$ cat config.mk
export PLATFORM = sky130hd
export DESIGN_NAME = read_control_logic_flat
export DESIGN_NICKNAME = d
export VERILOG_FILES = /design/src/rtl/fifo_ctrl_pkg.sv /design/src/rtl/read_control_logic_if.sv /design/src/rtl/read_control_logic_checksum_acc.sv /design/src/rtl/read_control_logic.sv /design/src/flat_wrapper.sv
export SDC_FILE = /design/constraint.sdc
export NUM_CORES = 1
export LEC_CHECK = 0
export ABC_AREA = 0
export BUFFER_PORTS_ARGS = -buffer_cell sky130_fd_sc_hd__buf_2
export CORE_MARGIN = 5
export CORE_UTILIZATION = 49
export CTS_CLUSTER_SIZE = 16
export DETAILED_ROUTE_END_ITERATION = 6
export HOLD_SLACK_MARGIN = 0.1
export PLACE_DENSITY = 0.85
export SLEW_MARGIN = 0
export SYNTH_ARGS = -nofsm -noshare
export SYNTH_HDL_FRONTEND = slang
export SYNTH_SLANG_ARGS = --single-unit
$ cat constraint.sdc
create_clock -name clk_i -period 3.36 [get_ports clk_i]
set_input_delay 1.008 -clock clk_i [delete_from_list [all_inputs] [get_ports clk_i]]
set_output_delay 1.008 -clock clk_i [all_outputs]
set_load 0.01 [all_outputs]
$ cat src/rtl/fifo_ctrl_pkg.sv
// Shared definitions for the FIFO write/read controllers: state encoding and default sizes.
package fifo_ctrl_pkg;

  localparam int DEF_DATA_W    = 32;
  localparam int DEF_ADDR_W    = 10;
  localparam int DEF_NUM_WORDS = 256;

  typedef enum logic [2:0] {
    ST_IDLE  = 3'd0,
    ST_READ  = 3'd1,
    ST_LATCH = 3'd2,
    ST_WRITE = 3'd3,
    ST_WAIT  = 3'd4,
    ST_DONE  = 3'd5
  } fifo_state_e;

endpackage

$ cat src/rtl/read_control_logic_if.sv
// FIFO read side plus sink write bus of the drain stage.
// master = the read controller, slave = FIFO/sink environment.
interface read_control_logic_if #(
  parameter int DATA_W = 32,
  parameter int ADDR_W = 10
);
  logic              rdempty_i;
  logic [DATA_W-1:0] rddata_i;
  logic              sink_ready_i;
  logic              rdreq_o;
  logic              mem_we_o;
  logic [ADDR_W-1:0] mem_addr_o;
  logic [DATA_W-1:0] mem_data_o;
  logic              done_o;
  logic [31:0]       checksum_o;

  modport master (
    input  rdempty_i, rddata_i, sink_ready_i,
    output rdreq_o, mem_we_o, mem_addr_o, mem_data_o, done_o, checksum_o
  );

  modport slave (
    output rdempty_i, rddata_i, sink_ready_i,
    input  rdreq_o, mem_we_o, mem_addr_o, mem_data_o, done_o, checksum_o
  );
endinterface

$ cat src/rtl/read_control_logic_checksum_acc.sv
// Running 32-bit modulo-2^32 sum of written words; only built when READ_CHECKSUM_EN is defined.
`ifdef READ_CHECKSUM_EN
module checksum_acc #(
  parameter int DATA_W = 32
) (
  input  logic              clk_i,
  input  logic              clear_i,
  input  logic              en_i,
  input  logic [DATA_W-1:0] data_i,
  output logic [31:0]       sum_o
);

  logic [31:0] sum_q;

  // accumulator register, synchronous clear has priority
  always_ff @(posedge clk_i) begin
    if (clear_i) begin
      sum_q <= 32'h0;
    end else if (en_i) begin
      sum_q <= sum_q + 32'(data_i);
    end else begin
      sum_q <= sum_q;
    end
  end

  assign sum_o = sum_q;

endmodule
`endif

$ cat src/rtl/read_control_logic.sv
// Drain stage: pops words from a normal-mode FIFO and writes them sequentially to a sink.
// Optional running checksum under macro READ_CHECKSUM_EN; checksum_o reads 0 otherwise.
module read_control_logic
  import fifo_ctrl_pkg::*;
#(
  parameter int DATA_W    = DEF_DATA_W,
  parameter int ADDR_W    = DEF_ADDR_W,
  parameter int NUM_WORDS = DEF_NUM_WORDS
) (
  input logic                 clk_i,
  input logic                 reset_n_i,
  read_control_logic_if.master bus
);

  localparam logic [ADDR_W-1:0] LAST_ADDR = ADDR_W'(NUM_WORDS - 1);

  fifo_state_e       state_q, state_d;
  logic [ADDR_W-1:0] addr_q, addr_d;
  logic [DATA_W-1:0] data_q, data_d;
  logic              done_q, done_d;
  logic              wr_done_s;

  // next-state and datapath update
  always_comb begin
    state_d   = state_q;
    addr_d    = addr_q;
    data_d    = data_q;
    done_d    = done_q;
    wr_done_s = 1'b0;
    case (state_q)
      ST_IDLE, ST_WAIT: begin
        if (!bus.rdempty_i) state_d = ST_READ;
        else                state_d = state_q;
      end
      ST_READ:  state_d = ST_LATCH;
      ST_LATCH: begin
        data_d  = bus.rddata_i;
        state_d = ST_WRITE;
      end
      ST_WRITE: begin
        if (bus.sink_ready_i) begin
          wr_done_s = 1'b1;
          if (addr_q == LAST_ADDR) begin
            state_d = ST_DONE;
            done_d  = 1'b1;
          end else begin
            // rdempty is sampled only here, after the address step
            addr_d  = addr_q + ADDR_W'(1);
            state_d = bus.rdempty_i ? ST_WAIT : ST_READ;
          end
        end else begin
          state_d = ST_WRITE;
        end
      end
      ST_DONE: begin
        state_d = ST_DONE;
        done_d  = 1'b1;
      end
      default: begin
        state_d = ST_IDLE;
        addr_d  = '0;
      end
    endcase
  end

  // state and datapath registers with synchronous active-low reset
  always_ff @(posedge clk_i) begin
    if (!reset_n_i) begin
      state_q <= ST_IDLE;
      addr_q  <= '0;
      data_q  <= '0;
      done_q  <= 1'b0;
    end else begin
      state_q <= state_d;
      addr_q  <= addr_d;
      data_q  <= data_d;
      done_q  <= done_d;
    end
  end

  assign bus.rdreq_o    = (state_q == ST_READ);
  assign bus.mem_we_o   = (state_q == ST_WRITE);
  assign bus.mem_addr_o = addr_q;
  assign bus.mem_data_o = data_q;
  assign bus.done_o     = done_q;

`ifdef READ_CHECKSUM_EN
  logic [31:0] sum_s;

  checksum_acc #(.DATA_W(DATA_W)) u_checksum_acc (
    .clk_i   (clk_i),
    .clear_i (!reset_n_i),
    .en_i    (wr_done_s),
    .data_i  (data_q),
    .sum_o   (sum_s)
  );

  assign bus.checksum_o = sum_s;
`else
  assign bus.checksum_o = 32'h0;
`endif

endmodule

$ cat src/flat_wrapper.sv
// flat-port wrapper written by rule: the top's interface ports become plain ports
module read_control_logic_flat import fifo_ctrl_pkg::*;
#(
  parameter int DATA_W    = DEF_DATA_W,
  parameter int ADDR_W    = DEF_ADDR_W,
  parameter int NUM_WORDS = DEF_NUM_WORDS
)
  (clk_i, reset_n_i, bus_rdempty_i, bus_rddata_i, bus_sink_ready_i, bus_rdreq_o, bus_mem_we_o, bus_mem_addr_o, bus_mem_data_o, bus_done_o, bus_checksum_o);
  read_control_logic_if #(.DATA_W(DATA_W), .ADDR_W(ADDR_W)) bus_i ();
  input logic clk_i;
  input logic reset_n_i;
  input wire logic [$bits(bus_i.rdempty_i)-1:0] bus_rdempty_i;
  input wire logic [$bits(bus_i.rddata_i)-1:0] bus_rddata_i;
  input wire logic [$bits(bus_i.sink_ready_i)-1:0] bus_sink_ready_i;
  output wire logic [$bits(bus_i.rdreq_o)-1:0] bus_rdreq_o;
  output wire logic [$bits(bus_i.mem_we_o)-1:0] bus_mem_we_o;
  output wire logic [$bits(bus_i.mem_addr_o)-1:0] bus_mem_addr_o;
  output wire logic [$bits(bus_i.mem_data_o)-1:0] bus_mem_data_o;
  output wire logic [$bits(bus_i.done_o)-1:0] bus_done_o;
  output wire logic [$bits(bus_i.checksum_o)-1:0] bus_checksum_o;
  assign bus_i.rdempty_i = bus_rdempty_i;
  assign bus_i.rddata_i = bus_rddata_i;
  assign bus_i.sink_ready_i = bus_sink_ready_i;
  assign bus_rdreq_o = bus_i.rdreq_o;
  assign bus_mem_we_o = bus_i.mem_we_o;
  assign bus_mem_addr_o = bus_i.mem_addr_o;
  assign bus_mem_data_o = bus_i.mem_data_o;
  assign bus_done_o = bus_i.done_o;
  assign bus_checksum_o = bus_i.checksum_o;
  read_control_logic #(.DATA_W(DATA_W), .ADDR_W(ADDR_W), .NUM_WORDS(NUM_WORDS)) u_core (.clk_i(clk_i), .reset_n_i(reset_n_i), .bus(bus_i));
endmodule
==> results.json <==
{
  "place_congestion": 0.779,
  "synth_area_per_cell_um2": 8.22,
  "cp_top_family": "flip-flops",
  "p_int_uw": 778,
  "grtUsageMet1_pct": 18.1,
  "dpl_cell_area_um2": 2500,
  "busiest_layer": "met2",
  "root_buffer": "clkbuf_8",
  "min_from": "u_core.bus.mem_data_o[25]",
  "cp_max_fo": 9,
  "overflow": 0,
  "core_area_um2": 4380,
  "grt_pass1_vias": 1675,
  "synth.most_common_cell": "nand2_1",
  "hp-class": "reg2reg",
  "drive_above_1_share_pct": 27.1,
  "dr.pass1.iters": 4,
  "cts.clk_slew.worst_paths_ns": 0.08,
  "grtUsageMet2_pct": 26.6,
  "p_clk_share_pct": 30.7,
  "start_kind": "flop",
  "p_per_area_nw_per_um2": 414,
  "io_pins": 113,
  "clock-sinks": 46,
  "fillers": 433,
  "post_cts_buffers": 0,
  "switchingPower_uw": 294,
  "stdcell_area_um2": 2590,
  "finalWorstSetupSlack_ns": 0.997,
  "place_inst": 387,
  "crit_start": "u_core.state_q[0]",
  "antenna_found_initial": 0,
  "die_h_um": 77.3,
  "start_util_pct": 50.6,
  "slowest_stage": "dfxtp_1",
  "postCtsHoldBufs": 0,
  "synthFlopType": "dfxtp_1",
  "die_x_um": 77.3,
  "num-nets-final": 379,
  "final_antenna_net_count": 0,
  "h-tree-depth": 2,
  "combPwrFrac_pct": 14.5,
  "synth.area.top_cells": "dfxtp_1, nand2_1, a21boi_1",
  "cts.path.max_buffers": 2,
  "finalCriticalPeriod_ns": 2.36,
  "synth-edff-count": 0,
  "max_freq_ghz": 0.423,
  "synth_common_cells": "nand2_1, dfxtp_1, a21boi_1, buf_4",
  "dr.first_iter.drc_count": 51,
  "wl_mm": 4.87,
  "worstRegToRegCells": 4,
  "via_per_inst": 4.92,
  "async_flop_share_pct": 0,
  "final.period_utilization_pct": 70.3,
  "power_uw": 1070,
  "critPathMaxStageDelay_ns": 0.48,
  "setup_viol": 0,
  "p_sw_share_pct": 27.5,
  "crit_chain": "nor2b_4 > and2_1 > buf_2",
  "syn_area_um2": 2220,
  "worstSetupPathDepth": 3,
  "worst-endpoint-required_ns": 2.35,
  "clock_latency_ns": 0.29,
  "peakVddDrop_mv": 0.282,
  "grt_util_met3_pct": 4.57,
  "status": "complete, no violations",
  "postSynthCellCount": 270,
  "crit_arrival_ns": 1.35,
  "hold_depth": 2,
  "yosys_register_bits": 46,
  "hold_violations": 0,
  "place_ws_ns": 1.04,
  "wl_per_cell_um": 12.3,
  "ys_types": 38,
  "path_buf_inv": 1,
  "dieArea_um2": 5980,
  "rows": 24,
  "grt_max_degree": 33,
  "area_growth_pct": 16.6,
  "diodes": 0,
  "vias": 1945,
  "timing.slew.headroom_pct": 31.4,
  "yosys.area.top_type": "dfxtp_1",
  "rsz0062_at_grt": "no",
  "final_max_slew_viol_count": 0,
  "grt_pass1_wl_mm": 7.73,
  "cts_resized": 0,
  "clock_skew_ns": 0.00474,
  "track_usage_pct": 15.3,
  "worstMarginPinSlew_ns": 1.03,
  "place_hpwl_mm": 3.56,
  "seq_area_frac_synth_pct": 41.5,
  "io_buffers": 80,
  "p_leak_uw": 0.00118,
  "cap_violations": 0,
  "r2r-start": "u_core.state_q[2]",
  "drc": 0,
  "setup_tns_ns": 0,
  "cts_tree": "done",
  "synth.top_cell.area_share_pct": 41.5,
  "layout.cells.non_filler": 395,
  "cts_made_buffers": 5,
  "seq_power_share_pct": 54.8,
  "end_kind": "output port",
  "synth-warning-count": 0,
  "critical_path_class": "reg2out"
}
-- tightest hold or removal path: cells and delay by family (launching register included) --
kind	cells	cell delay, ns
compound gates	1	0.05
flops	1	0.31
simple gates	1	0.05
-- layer usage --
layer / routed length, um / vias to the layer above / part of all wire (%)
met5: 0 / - / 0
met4: 17 / 0 / 0.35
met3: 439 / 2 / 9.0
met2: 2400 / 70 / 49
met1: 2020 / 880 / 41
li1: - / 993 / -
-- cell usage in the layout (no fill, tap or decap), types with 5 or more instances in the layout --
cell	Yosys	final
conb_1	1	32
buf_2	5	80
a21oi_1	7	7
a21boi_1	32	32
nand2_1	72	72
nor2_1	7	7
nand3_1	6	6
clkbuf_8	0	5
dfxtp_1	46	46
o21ai_0	5	5
-- area by class of cell --
class                           count  area [um^2]  area share [%]
Clock buffer                        6         72.6            2.80
Clock inverter                      2         13.8           0.532
Inverter                            2         7.51           0.290
Multi-Input combinational cell    205         1090            42.2
Sequential cell                    46          921            35.6
Tap cell                           52         65.1            2.51
Timing Repair Buffer               82          415            16.0
-- kinds of logic (layout without fill, tap and decap cells) --
kind of cell	after synthesis	count (layout)	share of synthesized area, %
adders and majority gates	1	1	0.564
muxes	2	2	0.902
DFF	46	46	41.5
AOI/OAI and AO/OA	59	59	18.8
buffers and inverters	50	92	14.5
other	1	32	0.169
and+or+nand+nor	111	111	23.6
-- registers in the layout (all words and copies together), names as in the netlist --
register	count
u_core.bus.mem_data_o	32
u_core.bus.mem_addr_o	10
u_core.state_q	3
u_core.bus.done_o	1
-- worst paths after layout --
check,end,slack (ns)
worst max register to register,u_core.bus.mem_data_o[27],1.51
worst min-delay path,u_core.bus.mem_data_o[25],0.45
worst min register to register,u_core.bus.mem_data_o[25],0.45
worst max-delay path,bus_mem_we_o,1.0
-- power by group through the flow --
| stage | Combinational (uW) | Clock, uW | Sequential (uW) |
|---|---|---|---|
| after floorplan | 119 | 0 | 606 |
| after global placement | 154 | 0 | 599 |
| after detailed placement | 157 | 0 | 600 |
| after CTS | 158 | 343 | 587 |
| after global routing | 175 | 367 | 591 |
| final | 156 | 329 | 587 |
-- through the flow --
step,util [%],hold slack (ns)
floorplan,-,0.479
global placement,57.1,0.437
detailed placement,57.1,0.442
CTS,59.0,0.454
global route,59.0,0.466
finish,59.0,0.452
No activity file was read; power rests on OpenSTA's default activity.
